### config.mk
export PLATFORM = sky130hd
export DESIGN_NAME = accel_sampler_flat
export DESIGN_NICKNAME = d
export VERILOG_FILES = /design/src/rtl/accel_sampler_if.sv /design/src/rtl/accel_sampler.sv /design/src/flat_wrapper.sv
export SDC_FILE = /design/constraint.sdc
export NUM_CORES = 1
export LEC_CHECK = 0
export ABC_AREA = 0
export BUFFER_PORTS_ARGS = -buffer_cell sky130_fd_sc_hd__buf_4
export CAP_MARGIN = 5
export CORE_MARGIN = 8
export CORE_UTILIZATION = 35
export CTS_CLUSTER_DIAMETER = 200
export CTS_CLUSTER_SIZE = 10
export DETAILED_ROUTE_END_ITERATION = 16
export GPL_ROUTABILITY_DRIVEN = 0
export MAX_ROUTING_LAYER = met4
export PLACE_DENSITY_LB_ADDON = 0.3
export SYNTH_ARGS = -nofsm -noshare
export SYNTH_HDL_FRONTEND = slang
export SYNTH_SLANG_ARGS = --single-unit
export TNS_END_PERCENT = 100
### constraint.sdc
create_clock -name clk -period 2.9 [get_ports clk]
set_input_delay 0.29 -clock clk [delete_from_list [all_inputs] [get_ports clk]]
set_output_delay 0.29 -clock clk [all_outputs]
set_load 0.02 [all_outputs]
### src/rtl/accel_sampler_if.sv
`default_nettype none
// ============================================================================
// Module      : accel_sampler_if
// Description : Request/response bundle between the accelerometer command
//               sequencer and the SPI master. The sequencer is the master
//               side of this bundle; the SPI master is the slave side.
// Revision    : 1.0 - initial release
// ============================================================================
interface accel_sampler_if;
    logic        spi_enable;
    logic        spi_rw;
    logic [5:0]  spi_address;
    logic [7:0]  spi_value;
    logic [55:0] spi_buffer;
    logic        spi_sync;

    modport master (
        output spi_enable,
        output spi_rw,
        output spi_address,
        output spi_value,
        input  spi_buffer,
        input  spi_sync
    );

    modport slave (
        input  spi_enable,
        input  spi_rw,
        input  spi_address,
        input  spi_value,
        output spi_buffer,
        output spi_sync
    );
endinterface
`default_nettype wire

### src/rtl/accel_sampler.sv
`default_nettype none
// ============================================================================
// Module      : accel_sampler
// Description : Command sequencer in front of the SPI master. Configures a
//               3-axis accelerometer with three register writes after a
//               power-up delay, then launches periodic 6-byte burst reads and
//               unpacks the receive buffer into signed X/Y/Z samples.
// Revision    : 1.0 - initial release
// ============================================================================
module accel_sampler #(
    parameter int STARTUP_CYCLES = 24000,   // must be >= 1
    parameter int SAMPLE_PERIOD  = 120000   // 64 .. 2^24-1
) (
    input  wire                 clk,
    input  wire                 reset,
    input  wire                 run,
    accel_sampler_if.master     spi,
    output logic signed [15:0]  x,
    output logic signed [15:0]  y,
    output logic signed [15:0]  z,
    output logic                sample_valid,
    output logic                init_done,
    output logic                overrun
);

    localparam int c_SU_W  = $clog2(STARTUP_CYCLES + 1);
    localparam int c_TMR_W = $clog2(SAMPLE_PERIOD);

    localparam logic [c_SU_W-1:0]  c_SU_LAST  = c_SU_W'(STARTUP_CYCLES - 1);
    localparam logic [c_TMR_W-1:0] c_TMR_LAST = c_TMR_W'(SAMPLE_PERIOD - 1);

    localparam logic [5:0] c_RD_ADDR = 6'h32;

    localparam logic [2:0] c_ST_STARTUP = 3'd0;
    localparam logic [2:0] c_ST_CFG_REQ = 3'd1;
    localparam logic [2:0] c_ST_CFG_REL = 3'd2;
    localparam logic [2:0] c_ST_IDLE    = 3'd3;
    localparam logic [2:0] c_ST_RD_REQ  = 3'd4;
    localparam logic [2:0] c_ST_RD_REL  = 3'd5;

    logic [2:0]         r_state;
    logic [c_SU_W-1:0]  r_su_cnt;
    logic [c_TMR_W-1:0] r_timer;
    logic [1:0]         r_idx;
    logic               w_tick;

    // Top byte of the receive buffer (command slot) carries no sample data.
    wire w_unused_buf = &{1'b0, spi.spi_buffer[55:48]};

    // Configuration table: {address, value}.
    function automatic logic [13:0] f_cfg_entry(input logic [1:0] idx);
        case (idx)
            2'd0:    return {6'h31, 8'h0B};   // full resolution
            2'd1:    return {6'h2C, 8'h0A};   // 100 Hz output rate
            default: return {6'h2D, 8'h08};   // measurement mode
        endcase
    endfunction

    assign w_tick = init_done && (r_timer == c_TMR_LAST);

    // Free-running sample timer, held at zero until configuration finishes.
    always_ff @(posedge clk) begin
        if (reset) begin
            r_timer <= '0;
        end else if (!init_done || w_tick) begin
            r_timer <= '0;
        end else begin
            r_timer <= r_timer + 1'b1;
        end
    end

    // Sequencer: startup delay, config writes, then tick-driven burst reads.
    always_ff @(posedge clk) begin
        if (reset) begin
            r_state         <= c_ST_STARTUP;
            r_su_cnt        <= '0;
            r_idx           <= '0;
            spi.spi_enable  <= 1'b0;
            spi.spi_rw      <= 1'b0;
            spi.spi_address <= '0;
            spi.spi_value   <= '0;
            x               <= '0;
            y               <= '0;
            z               <= '0;
            sample_valid    <= 1'b0;
            init_done       <= 1'b0;
            overrun         <= 1'b0;
        end else begin
            sample_valid <= 1'b0;
            case (r_state)
                c_ST_STARTUP: begin
                    if (r_su_cnt == c_SU_LAST) begin
                        r_state        <= c_ST_CFG_REQ;
                        spi.spi_enable <= 1'b1;
                        spi.spi_rw     <= 1'b0;
                        {spi.spi_address, spi.spi_value} <= f_cfg_entry(r_idx);
                    end else begin
                        r_su_cnt <= r_su_cnt + 1'b1;
                    end
                end
                c_ST_CFG_REQ: begin
                    if (spi.spi_sync) begin
                        spi.spi_enable <= 1'b0;
                        r_state        <= c_ST_CFG_REL;
                    end
                end
                c_ST_CFG_REL: begin
                    // Wait for the master to leave its done state before
                    // issuing the next write.
                    if (!spi.spi_sync) begin
                        r_idx <= r_idx + 2'd1;
                        if (r_idx == 2'd2) begin
                            init_done <= 1'b1;
                            r_state   <= c_ST_IDLE;
                        end else begin
                            r_state        <= c_ST_CFG_REQ;
                            spi.spi_enable <= 1'b1;
                            {spi.spi_address, spi.spi_value} <= f_cfg_entry(r_idx + 2'd1);
                        end
                    end
                end
                c_ST_IDLE: begin
                    if (w_tick && run) begin
                        r_state         <= c_ST_RD_REQ;
                        spi.spi_enable  <= 1'b1;
                        spi.spi_rw      <= 1'b1;
                        spi.spi_address <= c_RD_ADDR;
                        spi.spi_value   <= '0;
                    end
                end
                c_ST_RD_REQ: begin
                    if (w_tick && run) overrun <= 1'b1;
                    if (spi.spi_sync) begin
                        spi.spi_enable <= 1'b0;
                        x              <= {spi.spi_buffer[39:32], spi.spi_buffer[47:40]};
                        y              <= {spi.spi_buffer[23:16], spi.spi_buffer[31:24]};
                        z              <= {spi.spi_buffer[7:0],   spi.spi_buffer[15:8]};
                        sample_valid   <= 1'b1;
                        r_state        <= c_ST_RD_REL;
                    end
                end
                c_ST_RD_REL: begin
                    if (w_tick && run) overrun <= 1'b1;
                    if (!spi.spi_sync) r_state <= c_ST_IDLE;
                end
                default: begin
                    r_state        <= c_ST_STARTUP;
                    spi.spi_enable <= 1'b0;
                end
            endcase
        end
    end

endmodule
`default_nettype wire
### src/flat_wrapper.sv
// flat-port wrapper written by rule: the top's interface ports become plain ports
module accel_sampler_flat 
#(
    parameter int STARTUP_CYCLES = 24000,                  
    parameter int SAMPLE_PERIOD  = 120000                  
)
  (clk, reset, run, x, y, z, sample_valid, init_done, overrun, spi_spi_enable, spi_spi_rw, spi_spi_address, spi_spi_value, spi_spi_buffer, spi_spi_sync);
  accel_sampler_if spi_i ();
  input  wire clk;
  input  wire reset;
  input  wire run;
  output logic signed [15:0] x;
  output logic signed [15:0] y;
  output logic signed [15:0] z;
  output logic sample_valid;
  output logic init_done;
  output logic overrun;
  output wire logic [$bits(spi_i.spi_enable)-1:0] spi_spi_enable;
  output wire logic [$bits(spi_i.spi_rw)-1:0] spi_spi_rw;
  output wire logic [$bits(spi_i.spi_address)-1:0] spi_spi_address;
  output wire logic [$bits(spi_i.spi_value)-1:0] spi_spi_value;
  input wire logic [$bits(spi_i.spi_buffer)-1:0] spi_spi_buffer;
  input wire logic [$bits(spi_i.spi_sync)-1:0] spi_spi_sync;
  assign spi_spi_enable = spi_i.spi_enable;
  assign spi_spi_rw = spi_i.spi_rw;
  assign spi_spi_address = spi_i.spi_address;
  assign spi_spi_value = spi_i.spi_value;
  assign spi_i.spi_buffer = spi_spi_buffer;
  assign spi_i.spi_sync = spi_spi_sync;
  accel_sampler #(.STARTUP_CYCLES(STARTUP_CYCLES), .SAMPLE_PERIOD(SAMPLE_PERIOD)) u_core (.clk(clk), .reset(reset), .run(run), .spi(spi_i), .x(x), .y(y), .z(z), .sample_valid(sample_valid), .init_done(init_done), .overrun(overrun));
endmodule
# Word-level counts from Yosys, hierarchy flattened
# Cells that the tools add are included.
# word_totals
word_cells	90
regBits	104
inputBits	60
# op_classes
eq_ne	18
reduce_logical	22
muxes	29
bitwise_logic	4
addsub	3
# ops
op	n
$pmux W13 S2	2
$mux W8	4
$mux W6	4
$pmux W8 S3	1
$mux W3	6
$pmux W3 S6	1
$pmux W6 S3	1
$add A17 B1 Y17 const B	1
$eq A17 B17 Y1 const B	1
$add A15 B1 Y15 const B	1
$eq A15 B15 Y1 const B	1
$reduce_and A6 Y1	2
$ne A2 B2 Y1 const B	5
$reduce_and A2 Y1	4
$reduce_or A2 Y1	4
$mux W1	7
$eq A3 B2 Y1 const B	2
$eq A3 B3 Y1 const B	2
$ne A2 B1 Y1 const B	3
$reduce_and A3 Y1	2
$pmux W1 S5	1
$reduce_and A5 Y1	1
$eq A2 B1 Y1 const B	2
$logic_not A2 Y1	2
other kinds (12)	16

# Logic depth before layout (Yosys ltp)
# logic_depth
depth_word	6
ltp_mapped	8

# Worst setup path after synthesis
# OpenSTA, ideal clock, no wires.
# synth_path
kind	flip-flop to flip-flop
startpoint	register u_core.r_su_cnt[0]
endpoint	register u_core.spi.spi_address[4]
n_path_buf	1
arrival_time_ns	1.971
t_required_ns	2.779
stages_incl_launch_ff	8
slack_ns	0.807
cell_sequence	dfxtp_1 -> ha_1 -> or3b_4 -> nor4_4 -> o21ai_2 -> a21o_1 -> buf_6 -> mux2_4
# synth_between
elab_chain_cells	3
# synth_rtl
item	line_no	text
start, declared	accel_sampler.sv:42	logic [c_SU_W-1:0] r_su_cnt;
start signal, assigned	accel_sampler.sv:98	r_su_cnt <= r_su_cnt + 1'b1;
$eq A15 B15 Y1	accel_sampler.sv:92	if (r_su_cnt == c_SU_LAST) begin
$ne A2 B1 Y1 (no source line)	--	
$reduce_and A5 Y1 (no source line)	--	
end signal, assigned	accel_sampler.sv:96	{spi.spi_address, spi.spi_value} <= f_cfg_entry(r_idx);
end signal, assigned	accel_sampler.sv:118	{spi.spi_address, spi.spi_value} <= f_cfg_entry(r_idx + 2'd1);
end signal, assigned	accel_sampler.sv:127	spi.spi_address <= c_RD_ADDR;
end, declared	accel_sampler_if.sv:20	output spi_address,
# Every way passes these cells.
# A chain may end at the register's enable or synchronous reset.

# Final worst setup path
# layout_path
startpoint	register u_core.r_su_cnt[0]
endpoint	register u_core.spi.spi_value[1]
# layout_between
elab_chain_cells	3
# layout_rtl
item	line_no	text
$eq A15 B15 Y1	accel_sampler.sv:92	
$ne A2 B1 Y1 (no source line)	--	
$reduce_and A5 Y1 (no source line)	--	
end signal, assigned	accel_sampler.sv:96	
end signal, assigned	accel_sampler.sv:118	
end, declared	accel_sampler_if.sv:21	output spi_value,
# Every way passes these cells.

==> impl_summary.md <==
Timing
The slew at the pin closest to its max-slew limit is 0.728 ns. The total negative slack for setup checks is 0 ns. The worst setup margin is 0.651 ns. Setup repair after global routing left no endpoint under its margin. The clock arrives with 0.00865 ns of skew. The maximum frequency from static timing analysis is 0.445 GHz.

Setup violations remaining at the end of the flow were counted as 0. The count of pins over their slew limit is 0. The worst path in the final design needs a cycle of 2.25 ns, including I/O delays and setup.

The number of endpoints with negative hold slack in the final report is 0. The portion of the clock cycle consumed by the worst path in the final layout is 77.5%. Headroom to the max-slew limit came out at 51.0%.

Critical path
The worst register-to-register path begins at u_core.r_su_cnt[0]$_SDFFE_PP0P_. The reg2reg setup slack is 0.65 ns. The data required time of the critical path is 3.13 ns. The endpoint identified for the worst register-to-register timing path is u_core.spi.spi_value[1]$_SDFFE_PP0P_. In this run the worst setup path terminates at u_core.spi.spi_value[1]$_SDFFE_PP0P_.

For this design, the slowest cell found on the critical path is sky130_fd_sc_hd__or3b_4. Along the worst path, the maximum fanout reaches 11. In this design, the stage delay of the slowest critical-path cell is 0.41 ns. The signal on the critical path passes through ha_1, or3b_4, nor4_4, buf_4, o21ai_2, a21o_1, mux2_4.

Data on the critical path arrives at its endpoint at 2.48 ns. The number of cell instances on the worst register-to-register path is 7. STA classifies the critical path endpoint as a register.

The count of buffer and inverter cells on the critical path is 1. The worst setup path is launched from a register. The critical path is of the register to register type. The largest delay contributor family on the critical path is simple AND/OR/NAND/NOR gates. The number of logic stages on the critical path including buffering is 7. The beginning of the critical path is u_core.r_su_cnt[0]$_SDFFE_PP0P_.

Logic synthesis
In this run, distinct cell masters in the synthesized netlist total 49. The proportion of register bits with asynchronous set or reset after synthesis is 0%. For this run, the leading register cell type out of synthesis is sky130_fd_sc_hd__dfxtp_1. The total of flip-flops plus latches after synthesis is 98. The mean post-synth cell area is 8.30 µm².

The share of the Yosys chip area taken by registers is 47.2%. The total number of yosys warnings is 0. In the synthesized netlist, the number of instances is 501. The number of enable flip-flop cells after synthesis is 0. The cell area that synthesis handed to floorplanning was 4160 µm².

GRT
Global routing consumed, over all layers together, 13.5% of the routing resources. The number of antenna violations at the first check in global routing is 0. The number of global-route vias before repair is 3357.

The total overflow reported by the global router is 0. The first global-routing pass estimated 17.0 mm of wire. Entering global routing, the biggest net connects 65 pins.

Layout
The final cell count without fillers is 751. The antenna cell count is 0. The post-route netlist has 24.0% of its cells at a drive strength greater than 1. From synthesis to final layout, the design area changed by 29.7%. The area occupied by multi-input gates is 2030 µm². The number of fill cells is 1164. The area occupied by registers is 1960 µm². At the end of the flow, the number of nets in the layout was 669. The final core utilization is 45.7%.

Pwr
The leakage power is 2.10 nW. Summing internal, switching and leakage power gives 2.72 mW. The part of the total power dissipated in the clock network is 46.6%.

The part of the total power dissipated in combinational logic is 3.6%. The power dissipated by switching net loads is 0.560 mW. The switching power share of the total is 20.6%.

In this run the power density over the cells is 503 nW/µm². IR analysis of the VDD net gives a maximum drop of 0.231 mV. The relative contribution of sequential cells to total power is 49.8%. The internal portion of total power is 2.16 mW.

Run status
The run finished with clean final reports.

Hold path
The class of the tightest hold or removal check is input port to register. In this run the most critical hold path is launched from spi_spi_buffer[14].

Clocking
The count of H-tree levels built during CTS is 3. The clock tree from TritonCTS is built. The worst-case clock buffer depth is 2.

The clock reaches the later pin of the worst-skew pair after 0.35 ns. Hold repair after CTS inserted 0 buffers. The buffer type at the clock tree root is sky130_fd_sc_hd__clkbuf_16. The clock sink total is 98. The number of buffers inserted to repair setup after CTS is 0. The number of clock buffers added by TritonCTS is 9. The post-cts resize count is 0. The clock-pin transition on the worst setup and hold timing paths is 0.07 ns.

Place
The placed wire-length estimate is 7.38 mm. The count of buffers added on input and output ports is 113. The worst slack after detailed placement is 0.658 ns.

The number of placed instances with taps included is 736.

Floorplan
Once the floorplan was initialized, standard cells occupied 35.2% of the core. For this design the top-level I/O count stands at 127. The die height is 125 µm.

The row count is 40. The area enclosed by the die boundary is 15600 µm². The total area inside the core boundary comes to 11800 µm². The floorplan step set the die width to 125 µm.

Detailed routing
The number of DRC markers in iteration 0 is 288. For this run, the detailed router's first-pass iteration total came to 5. Once detail routing completed, the nets flagged for antenna violations numbered 0. For this run, design rule violations remaining after detail routing come to 0. After detailed routing, the average wire length per cell comes to 13.6 µm. After detailed routing, the total wire length is 10.2 mm. The routed via count divided by cell count is 4.74. The total number of vias is 3560.

Job
The count of max-cap constraint violations is 0.
## cell families (layout without fill, tap and decap cells)
| kind of cell | after synthesis | after routing | synth area share [%] |
|---|---|---|---|
| buffers and inverters | 41 | 140 | 4.51 |
| flip-flops | 98 | 98 | 47.2 |
| adder cells (fa/ha/maj) | 9 | 9 | 2.71 |
| AO/OA/AOI/OAI | 80 | 80 | 10.6 |
| multiplexers | 8 | 8 | 2.32 |
| other | 1 | 5 | 0.0901 |
| AND/OR/NAND/NOR | 236 | 236 | 26.7 |
| XOR/XNOR | 28 | 28 | 5.89 |
## synthesized netlist by cell type (2+ instances only)
cell type                    n  share of area (%)
sky130_fd_sc_hd__o31ai_1     2               0.36
sky130_fd_sc_hd__nand3b_1    5               0.90
sky130_fd_sc_hd__mux2i_1     4               0.96
sky130_fd_sc_hd__nor2_1     45                4.1
sky130_fd_sc_hd__buf_1       4               0.36
sky130_fd_sc_hd__nor4_1      6               0.90
sky130_fd_sc_hd__o21ai_0     5               0.60
sky130_fd_sc_hd__nand3_1    17                2.0
sky130_fd_sc_hd__nand2_1   112                 10
sky130_fd_sc_hd__or3_1       3               0.45
sky130_fd_sc_hd__o21bai_1    2               0.36
sky130_fd_sc_hd__nor3_1      8               0.96
sky130_fd_sc_hd__nand2b_1    6               0.90
sky130_fd_sc_hd__and3_1      4               0.60
sky130_fd_sc_hd__inv_1       8               0.72
sky130_fd_sc_hd__nor4b_1     3               0.63
sky130_fd_sc_hd__o22ai_1     2               0.30
sky130_fd_sc_hd__a211oi_1    4               0.72
sky130_fd_sc_hd__nor2b_1     9                1.4
sky130_fd_sc_hd__clkbuf_1   21                1.9
sky130_fd_sc_hd__buf_4       7                1.3
sky130_fd_sc_hd__xor2_1     11                2.3
sky130_fd_sc_hd__dfxtp_1    98                 47
sky130_fd_sc_hd__nand4_1     6               0.90
sky130_fd_sc_hd__mux2_4      3                1.1
sky130_fd_sc_hd__xnor2_1    17                3.6
sky130_fd_sc_hd__ha_1        9                2.7
sky130_fd_sc_hd__a21oi_1    59                7.1
## cell usage in the layout, fill, tap and decap left out, types with 6 or more instances in the layout
cell                          n
sky130_fd_sc_hd__nor2_1      45
sky130_fd_sc_hd__clkbuf_16    9
sky130_fd_sc_hd__dfxtp_1     98
sky130_fd_sc_hd__buf_4      117
sky130_fd_sc_hd__xnor2_1     17
sky130_fd_sc_hd__nand2_1    112
sky130_fd_sc_hd__ha_1         9
sky130_fd_sc_hd__nor2b_1      9
sky130_fd_sc_hd__inv_1        8
sky130_fd_sc_hd__a21oi_1     59
sky130_fd_sc_hd__xor2_1      11
sky130_fd_sc_hd__nor4_1       6
sky130_fd_sc_hd__nor3_1       8
sky130_fd_sc_hd__nand3_1     17
sky130_fd_sc_hd__nand4_1      6
sky130_fd_sc_hd__nand2b_1     6
## worst min-delay path by stage
stage | to | slack [ns] | depth (start not counted)
after floorplan | u_core.x[0]$_SDFFE_PP0P_ | 0.43 | 2
after global placement | u_core.z[0]$_SDFFE_PP0P_ | 0.44 | 2
after detailed placement | u_core.x[15]$_SDFFE_PP0P_ | 0.45 | 2
final | u_core.z[6]$_SDFFE_PP0P_ | 0.19 | 3
after CTS | u_core.y[9]$_SDFFE_PP0P_ | 0.18 | 3
after global routing | u_core.y[3]$_SDFFE_PP0P_ | 0.19 | 3
## routing by layer
layer  global-route usage (%)  routed length (µm)  vias up
li1                         -                   -     1858
met1                     14.9                4420     1629
met2                     22.4                5130       58
met3                     2.97                 435       15
met4                     6.95                 212        0
met5                        -                   0        -
## registers in the layout, indices dropped and copies added, names as in the netlist
| name | count |
|---|---|
| u_core.r_timer | 17 |
| u_core.x | 16 |
| u_core.y | 16 |
| u_core.z | 16 |
| u_core.r_su_cnt | 15 |
| u_core.spi.spi_address | 5 |
| u_core.r_state | 3 |
| u_core.spi.spi_value | 3 |
| u_core.r_idx | 2 |
| u_core.init_done | 1 |
| u_core.overrun | 1 |
| u_core.sample_valid | 1 |
| u_core.spi.spi_enable | 1 |
| u_core.spi.spi_rw | 1 |
## stage by stage
step | cell area (µm²) | hold WS [ns]
final | 5400 | 0.186
after global routing | 5400 | 0.187
after CTS | 5400 | 0.176
after detailed placement | 5080 | 0.447
after global placement | 5080 | 0.443
after floorplan | 4180 | 0.426
## power by group through the flow
stage / combinational [mW] / clock, mW / sequential, mW
finish: 0.0965 / 1.27 / 1.35
global route: 0.108 / 1.35 / 1.35
CTS: 0.0977 / 1.30 / 1.35
detailed placement: 0.0974 / 0 / 1.38
global placement: 0.0964 / 0 / 1.38
floorplan: 0.0430 / 0 / 1.38
## cell type report
class                   instances  share of cell area (%)
multi-input cells             366                    37.5
inverters                       8                   0.556
clock inverters                 6                    1.72
flip-flops and latches         98                    36.3
repair buffers                117                    16.3
well taps                     147                    3.41
clock buffers                   9                    4.17
## worst register-to-register path, stage by stage (launching register included)
cell and delay [ns]:
sky130_fd_sc_hd__dfxtp_1 0.39, sky130_fd_sc_hd__ha_1 0.24, sky130_fd_sc_hd__or3b_4 0.41, sky130_fd_sc_hd__nor4_4 0.14, sky130_fd_sc_hd__buf_4 0.21, sky130_fd_sc_hd__o21ai_2 0.07
sky130_fd_sc_hd__a21o_1 0.33, sky130_fd_sc_hd__mux2_4 0.36
(Power assumes the default switching activity.)
